<file path="config.mk">
export PLATFORM = sky130hd
export DESIGN_NAME = mem_port_arbiter
export DESIGN_NICKNAME = d
export VERILOG_FILES = /design/src/rtl/mem_port_arbiter.sv
export SDC_FILE = /design/constraint.sdc
export NUM_CORES = 1
export LEC_CHECK = 0
export ABC_AREA = 1
export BUFFER_PORTS_ARGS = -buffer_cell sky130_fd_sc_hd__buf_2
export CORE_AREA = 2 2 118 120
export CTS_CLUSTER_SIZE = 8
export DETAILED_ROUTE_END_ITERATION = 12
export DIE_AREA = 0 0 120 122
export PLACE_DENSITY = 0.95
export RECOVER_POWER = 50
export SLEW_MARGIN = 20
export SYNTH_ARGS = -nofsm -noshare
export SYNTH_HDL_FRONTEND = slang
export SYNTH_SLANG_ARGS = --single-unit
</file>
<file path="constraint.sdc">
create_clock -name clk -period 6.8 [get_ports clk]
set_clock_uncertainty 0.2 [all_clocks]
set_input_delay 0.34 -clock clk [delete_from_list [all_inputs] [get_ports clk]]
set_output_delay 0.34 -clock clk [all_outputs]
set_load 0.03 [all_outputs]
</file>
<file path="src/rtl/mem_port_arbiter.sv">
// Arbitrates instruction-fetch and data requests onto one shared memory port,
// with address-range fault checks and a starvation bound for fetches.
module mem_port_arbiter #(
    parameter int unsigned MEM_LAT    = 1,
    parameter int unsigned STARVE_MAX = 2,
    parameter logic [31:0] INST_BASE  = 32'h3000,
    parameter logic [31:0] MEM_TOP    = 32'h3FFC
) (
    input  logic        clk,
    input  logic        rst,
    input  logic        i_req,
    input  logic [31:0] i_addr,
    output logic        i_ack,
    output logic        i_err,
    output logic [31:0] i_rdata,
    input  logic        d_req,
    input  logic        d_we,
    input  logic [31:0] d_addr,
    input  logic [31:0] d_wdata,
    output logic        d_ack,
    output logic        d_err,
    output logic [31:0] d_rdata,
    output logic [31:0] m_addr,
    output logic [31:0] m_wdata,
    output logic        m_read,
    output logic        m_write,
    input  logic [31:0] m_rdata,
    output logic        busy
);

    localparam int unsigned CW = 4;
    localparam int unsigned SW = (STARVE_MAX < 1) ? 1 : $clog2(STARVE_MAX + 1);

    typedef enum logic [1:0] {IDLE, ACCESS, RESP} state_t;

    state_t         state;
    logic [CW-1:0]  cnt;
    logic [SW-1:0]  starve_cnt;
    logic           side_i;
    logic           we_q;

    logic           starved_c;
    logic           grant_d_c;
    logic           grant_i_c;
    logic           win_we_c;
    logic           fault_c;
    logic [31:0]    win_addr_c;

    // Winner selection and fault classification for the request seen in IDLE
    always_comb begin
        starved_c  = (starve_cnt == SW'(STARVE_MAX));
        grant_d_c  = d_req && !(i_req && starved_c);
        grant_i_c  = i_req && !grant_d_c;
        win_addr_c = grant_d_c ? d_addr : i_addr;
        win_we_c   = grant_d_c && d_we;
        fault_c    = (win_addr_c[1:0] != 2'b00)
                  || (win_addr_c > MEM_TOP)
                  || (grant_i_c && (win_addr_c < INST_BASE))
                  || (win_we_c && (win_addr_c >= INST_BASE));
    end

    always_ff @(posedge clk) begin
        if (rst) begin
            state      <= IDLE;
            cnt        <= '0;
            starve_cnt <= '0;
            side_i     <= 1'b0;
            we_q       <= 1'b0;
            i_ack      <= 1'b0;
            i_err      <= 1'b0;
            i_rdata    <= '0;
            d_ack      <= 1'b0;
            d_err      <= 1'b0;
            d_rdata    <= '0;
            m_addr     <= '0;
            m_wdata    <= '0;
            m_read     <= 1'b0;
            m_write    <= 1'b0;
            busy       <= 1'b0;
        end else begin
            case (state)
                IDLE: begin
                    if (grant_d_c || grant_i_c) begin
                        side_i <= grant_i_c;
                        busy   <= 1'b1;
                        if (grant_i_c) begin
                            starve_cnt <= '0;
                        end else if (i_req && !starved_c) begin
                            starve_cnt <= starve_cnt + SW'(1);
                        end
                        if (fault_c) begin
                            // Faults skip the memory entirely and answer next cycle
                            state <= RESP;
                            i_ack <= grant_i_c;
                            i_err <= grant_i_c;
                            d_ack <= grant_d_c;
                            d_err <= grant_d_c;
                            if (grant_i_c) begin
                                i_rdata <= '0;
                            end else begin
                                d_rdata <= '0;
                            end
                        end else begin
                            state   <= ACCESS;
                            m_addr  <= win_addr_c;
                            m_read  <= !win_we_c;
                            m_write <= win_we_c;
                            m_wdata <= win_we_c ? d_wdata : 32'h0;
                            we_q    <= win_we_c;
                            cnt     <= CW'(MEM_LAT);
                        end
                    end
                end
                ACCESS: begin
                    if (cnt == CW'(1)) begin
                        state   <= RESP;
                        m_addr  <= '0;
                        m_wdata <= '0;
                        m_read  <= 1'b0;
                        m_write <= 1'b0;
                        if (side_i) begin
                            i_rdata <= m_rdata;
                            i_ack   <= 1'b1;
                        end else begin
                            d_rdata <= we_q ? 32'h0 : m_rdata;
                            d_ack   <= 1'b1;
                        end
                    end else begin
                        cnt <= cnt - CW'(1);
                    end
                end
                RESP: begin
                    state <= IDLE;
                    i_ack <= 1'b0;
                    i_err <= 1'b0;
                    d_ack <= 1'b0;
                    d_err <= 1'b0;
                    busy  <= 1'b0;
                end
                default: state <= IDLE;
            endcase
        end
    end

endmodule

</file>
==> results.md, run 1 <==
- Critical path peak fanout: 57
- DR WL/cell: 13.0 um
- Largest net degree at the start of global routing: 66
- CTS sink count: between 100 and 150
- Main combinational cell family by area after synthesis: simple AND/OR/NAND/NOR gates
- Die area: around 15000 um^2
- Clock latency on the worst-skew pair: 0.42 ns
- Crit path kind: reg2reg
- Status: finished with violations
- Synth Net Count: 1254
- Slew margin rel.: -20.4%
- GR Overflow Total: 0
- Yosys warns: 0
- # diodes: 0
- Post-layout min period: between 5 and 6 ns
- Final nets: roughly 1500
- Slowest stage delay, CP: 0.78 ns
- DIE WIDTH: 120 um
- Simple-Gate Fraction of Synth Area: 37.1%
- Final period utilization: 74.6%
- Failing checks: hold timing, capacitance limit, slew limit
- Worst Tran Pin Value: 1.81 ns
- First drt pass iteration count: 5
- Port bufs: about 270
- Pins Over Slew Limit: 40
- Vias in the first global route: roughly 6800
- Pre-CTS WS: 2.69 ns
- Post-Syn Area: slightly above 7000 um^2
- Worst setup margin: 1.73 ns
- Min Hold Slack: -0.00411 ns
- Async set-reset flop share out of synthesis: 0%
- Mux share of post-synthesis cell area: 0%
- Worst min-delay path class: in2reg
- Post-synth EDFFs: 0
- Dpl cell area: 8420 um^2
- CP cell instances: inv_1, ha_1, nand2_2, nand2_1, inv_1, nor2_1, nand2_1, nand2_1, nor2_2, nand2_1, nand2_2, buf_4, nand2_2, inv_2, nor2_1, nor2_1
- TritonCTS clock tree: yes
- Chip height: roughly 120 um
- Max Cap Viol: 1
- Root Driver: clkbuf_16
- Synth Area in Adders: 1.23%
- Final hold vios: 1
- Primary FF master, synth: dfxtp_1
- Worst EP arrival: 5.23 ns
- H-tree depth: 4
- Most frequent cell after synthesis: nand2_1
- Synth area leader: dfxtp_1
- Worst Path Buf+Inv: 4
- Yosys cell types: 32
- Total wire length: 19900 um
- Post-synthesis sequential area ratio: 40.7%
- Vias: 7659
- # DRC: 0
- Pwr Total: 2.36 mW
- IO Count: 268
- WP data required: ~7.0 ns
- Post-DR vias/cell: approximately 5.0
- Antenna viol nets, final: 0
- Commonest cells post-synth: 319 x nand2_1, 184 x nor2_1, 145 x dfxtp_1
- Core ar.: 13500 um^2
- Clk buf depth: 2
- Design Area, Final: 8880 um^2
- Initial DRC count: between 600 and 700
- Power Dens Cells: 266 nW/um^2
- FP Rows: 43
- Gr usage total: 26.6%
- Initial Util: between 50% and 60%
- Post-synthesis xor/xnor area fraction: 0.246%
- Reg clk slew, reported paths: 0.07 ns
- Layout area overhead: 24.6%
- CP Launch Type: flip-flop
- Share of layout cells above drive strength 1: 13.9%
- Final setup violation count: 0
- First-pass GRT wire length: 31700 um
- CP top delay family: simple AND/OR/NAND/NOR gates
- FF+latch count, synth: 145
- Worst path slowest cell: nand2_1
- DP HPWL: 13600 um
- Mapped Cells: 1114
- Placer Congestion: around 0.84
- LEAKAGE: 4.39 nW
- Post-CTS setup buffer count: 0
- Synth top area share: between 40% and 50%
- Initial antenna violation count: 0
- CP endpoint kind: flip-flop
- Compound-cell area share of the yosys netlist: 8.30%
- Post-CTS Hold Buffers: 3
- PostCTS Resize Cnt: 0
- Most Frequent Cell on Critical Path: nand2_1
- Peak VDD IR: 168 uV
- Max Fclk: 197 MHz
- Setup_tns: 0 ns
- RSZ-0062 raised after global routing: false
- CTS Buf Count: 17
- Ranking of synthesized cells by area: dfxtp_1 41%, nand2_1 17%, nor2_1 9.7%
- Synthesized area per cell: 6.40 um^2
==> power by group <==
group | switching, mW | leakage, nW | total [mW] | internal (mW)
Combinational | 0.322 | 2.91 | 0.459 | 0.137
Sequential | 0.0324 | 1.18 | 0.937 | 0.905
Clock | 0.407 | 0.300 | 0.967 | 0.560
==> worst min-delay path, cell delays in order <==
cell and delay (ns):
buf_2 0.09, a21oi_1 0.06, nor2_1 0.08
==> area by class of cell <==
class | instances | area, um^2
inverter | 141 | 529
clock buffer | 17 | 425
clock inverter | 15 | 190
multi-input combinational | 753 | 3350
fill | 1219 | 4620
sequential | 145 | 2900
tap | 180 | 225
timing repair buffer | 279 | 1260
==> per-layer routing <==
metal  wire (um)  share of wire [%]  GRT usage [%]  up-vias
met5           0                  0              0        -
met4         533                2.7           11.3        0
met3        1670                8.4           6.65       42
met2        9540                 48           45.0      344
met1        8180                 41           32.2     3397
li1            -                  -              -     3876
==> registers in the layout, summed over array words and instances (netlist names), 2 cells and up <==
name / cells
m_wdata: 32
state: 2
i_rdata: 32
cnt: 4
m_addr: 32
starve_cnt: 2
d_rdata: 32
==> placed cells by master, fill, tap and decap left out, drive strengths merged <==
cell         netlist  routed
nand2            323     323
nor2             186     186
clkbuf            43     153
inv              140     150
dfxtp            145     145
buf               32     140
nand3             64      64
a21oi             55      55
o21ai             41      41
nand4             33      33
nand3b            17      17
o21bai            10      10
ha                 7       7
nor3               5       5
or2                4       4
dlygate4sd3        0       3
clkinv             1       3
o211ai             2       2
xnor2              2       2
bufinv             0       2
nor3b              1       1
o31ai              1       1
a211oi             1       1
a31oi              1       1
clkinvlp           0       1
==> kinds of logic after synthesis <==
logic type	Yosys count
AND/OR/NAND/NOR	633
buffers and inverters	216
flip-flops	145
XOR/XNOR	2
adder cells (fa/ha/maj)	7
AO/OA/AOI/OAI	111
==> path summary, 6_finish.rpt <==
path | startpoint | to | slack [ns] | depth (start not counted)
max | starve_cnt[0]$_SDFFE_PP0P_ | m_addr[8]$_SDFFE_PP0P_ | 1.73 | 16
min | m_rdata[3] | i_rdata[3]$_SDFFE_PP0P_ | -0.004 | 3
max reg2reg | starve_cnt[0]$_SDFFE_PP0P_ | m_addr[8]$_SDFFE_PP0P_ | 1.73 | 16
min reg2reg | m_addr[20]$_SDFFE_PP0P_ | m_addr[20]$_SDFFE_PP0P_ | 0.24 | 2
==> per-stage QoR <==
step,std cells,hold WS [ns],utilization [%]
CTS,1530,0.000607,67.1
global route,1530,0.00994,65.8
floorplan,1114,0.237,-
global placement,1495,0.223,62.3
finish,1530,-0.00411,65.8
detailed placement,1495,0.226,62.3
Power figures use the tool's default switching activity.
==> run 2: changes to the inputs <==
- CORE_AREA: 2 2 118 120 -> 2 2 123 125
- DIE_AREA: 0 0 120 122 -> 0 0 125 127
- PLACE_DENSITY: 0.95 -> 0.89
- clock period: 6.8 -> 4.8 ns (I/O delays scaled with it)
==> run 2 against run 1 <==
Effect of this change: the flow now finishes without violations; clock power up 37%; register-to-register slack got worse by 0.64 ns; power is 42% higher; clock-buffer cell count stayed put; global-route usage increased by 0.65 points; critical path depth shrank 2; critical path type unchanged; critical endpoint is now m_wdata[28]$_SDFFE_PP0P_; largest power group is now sequential cells; highest routed layer unchanged.
==> results.md, run 2 (synthesis results as in run 1) <==
- Status: complete, no violations (was finished with violations)
- Power Dens Cells: 355 nW/um^2 (was 266 nW/um^2)
- IO Count: 268 (unchanged)
- DR WL/cell: 13.9 um (was 13.0 um)
- Critical path peak fanout: 40 (was 57)
- RSZ-0062 raised after global routing: false (unchanged)
- First-pass GRT wire length: 35900 um (was 31700 um)
- Commonest non-fill, non-tap cell in the layout: nand2_1 (unchanged)
- Min Hold Slack: 0.0172 ns (was -0.00411 ns)
- CTS Buf Count: 17 (unchanged)
- CP endpoint kind: flip-flop (unchanged)
- TritonCTS clock tree: yes (unchanged)
- WP data required: 4.94 ns (was 6.95 ns)
- Gr usage total: 27.3% (was 26.6%)
- CTS sink count: 145 (unchanged)
- R2r setup slk: 1.08 ns (was 1.73 ns)
- Final nets: 1533 (was 1477)
- Initial antenna violation count: 1 (was 0)
- Reg clk slew, reported paths: 0.07 ns (about the same)
- GR Overflow Total: 0 (unchanged)
- Die area: 15900 um^2 (was 14600 um^2)
- # DRC: 0 (unchanged)
- DIE WIDTH: 125 um (was 120 um)
- RR Startpoint: starve_cnt[0]$_SDFFE_PP0P_ (unchanged)
- FILL cells: 1284 (was 1219)
- Metal-1 WL: 9110 um (was 8180 um)
- Initial Util: 49.4% (was 52.8%)
- DP HPWL: 13900 um (was 13600 um)
- Worst reg-to-reg path cell count: 14 (was 16)
- Placer Congestion: 0.871 (was 0.841)
- LEAKAGE: 4.61 nW (was 4.39 nW)
- Initial DRC count: 647 (was 638)
- Worst EP arrival: 3.86 ns (was 5.23 ns)
- Crit path from: starve_cnt[0]$_SDFFE_PP0P_ (unchanged)
- Vias: 8013 (was 7659)
- Layout area overhead: 32.1% (was 24.6%)
- Crit path kind: reg2reg (unchanged)
- Post-CTS Hold Buffers: 56 (was 3)
- Final hold vios: 0 (was 1)
- Most frequent cells in the layout: 320 x nand2_1, 184 x nor2_1, 145 x dfxtp_1 (unchanged)
- Core ar.: 14400 um^2 (was 13500 um^2)
- Worst path slowest cell: nand2_2 (was nand2_1)
- Slowest stage delay, CP: 0.56 ns (was 0.78 ns)
- Top Metal Used: met4 (unchanged)
- Share of layout cells above drive strength 1: 13.7% (was 13.9%)
- Setup_tns: 0 ns (unchanged)
- Final setup violation count: 0 (unchanged)
- Clock latency on the worst-skew pair: 0.41 ns (was 0.42 ns)
- Worst min-delay path class: in2reg (unchanged)
- Hold path depth: 5 (was 3)
- Most Frequent Cell on Critical Path: nand2_1 (unchanged)
- FP Rows: 44 (was 43)
- Chip height: 127 um (was 122 um)
- Worst Path Buf+Inv: 3 (was 4)
- Max Fclk: 269 MHz (was 197 MHz)
- # diodes: 0 (unchanged)
- Slew margin rel.: 31.6% (was -20.4%)
- Post-CTS setup buffer count: 0 (unchanged)
- Root Driver: clkbuf_16 (unchanged)
- Final period utilization: 77.5% (was 74.6%)
- Min-delay src: m_rdata[31] (was m_rdata[3])
- WL met3: 1650 um (was 1670 um)
- Met2 Wirelength: 11000 um (was 9540 um)
- Post-DR vias/cell: 5.04 (was 5.01)
- Hold EP: i_rdata[31]$_SDFFE_PP0P_ (was i_rdata[3]$_SDFFE_PP0P_)
- Max Cap Viol: 0 (was 1)
- Clk buf depth: 2 (unchanged)
- Port bufs: 267 (unchanged)
- Pins Over Slew Limit: 0 (was 40)
- Vias in the first global route: 7652 (was 6840)
- PostCTS Resize Cnt: 0 (unchanged)
- Worst reg2reg endpoint: m_wdata[28]$_SDFFE_PP0P_ (was m_addr[8]$_SDFFE_PP0P_)
- Largest net degree at the start of global routing: 66 (unchanged)
- CP top delay family: simple AND/OR/NAND/NOR gates (unchanged)
- Antenna viol nets, final: 0 (unchanged)
- Total wire length: 22100 um (was 19900 um)
- CP cell instances: inv_1, ha_1, nand2_1, nand2_4, inv_2, nand2_1, nor2_1, nor2_2, nand2_1, nand2_2, nand2_2, buf_4, nand2_1, a21oi_1 (was inv_1, ha_1, nand2_2, nand2_1, inv_1, nor2_1, nand2_1, nand2_1, nor2_2, nand2_1, nand2_2, buf_4, nand2_2, inv_2, nor2_1, nor2_1)
- Post-layout min period: 3.72 ns (was 5.07 ns)
- Worst Tran Pin Value: 1.02 ns (was 1.81 ns)
- Peak VDD IR: 224 uV (was 168 uV)
- First drt pass iteration count: 5 (unchanged)
- CP Launch Type: flip-flop (unchanged)
- H-tree depth: 4 (unchanged)
==> run 2: metal layers <==
| metal | GRT usage, % | vias up |
|---|---|---|
| met4 | 8.76 | 0 |
| met5 | 0 | - |
| met2 | 48.7 | 336 |
| li1 | - | 3997 |
| met3 | 7.04 | 33 |
| met1 | 32.1 | 3647 |
==> run 2: power by group <==
part           switching, mW  internal, mW
Combinational          0.474         0.224
Clock                  0.583         0.740
Sequential            0.0451          1.28
Total                   1.10          2.25
==> run 2: worst max-delay path by stage <==
stage,end,depth (start not counted)
global route,m_wdata[11]$_SDFFE_PP0P_,14
global placement,m_wdata[30]$_SDFFE_PP0P_,14
detailed placement,m_wdata[6]$_SDFFE_PP0P_,14
CTS,m_addr[4]$_SDFFE_PP0P_,14
floorplan,m_wdata[23]$_SDFFE_PP0P_,17
finish,m_wdata[28]$_SDFFE_PP0P_,14
==> run 2: worst min-delay path, stage by stage <==
cell	delay (ns)
buf_2	0.09
nand2_1	0.05
inv_1	0.07
o21ai_1	0.07
nor2_1	0.07
==> run 2: layout make-up <==
type / count / area (um^2) / area share, %
sequential: 145 / 2900 / 30.8
clock buffer: 17 / 425 / 4.52
timing repair buffer: 335 / 1820 / 19.3
tap: 184 / 230 / 2.44
clock inverter: 15 / 165 / 1.75
multi-input combinational: 753 / 3350 / 35.6
inverter: 141 / 529 / 5.62
==> run 2: per-stage QoR <==
stage / area (um^2) / utilization, % / setup slack [ns] / total power [mW] / cells
after global placement: 8440 / 58.5 / 1.57 / 2.01 / 1502
final: 9420 / 65.3 / 1.08 / 3.35 / 1590
after detailed placement: 8440 / 58.5 / 1.43 / 2.02 / 1502
after floorplan: 7130 / - / 2.53 / 1.83 / 1114
after CTS: 9590 / 66.5 / 1.41 / 3.38 / 1590
after global routing: 9420 / 65.3 / 0.710 / 3.51 / 1590
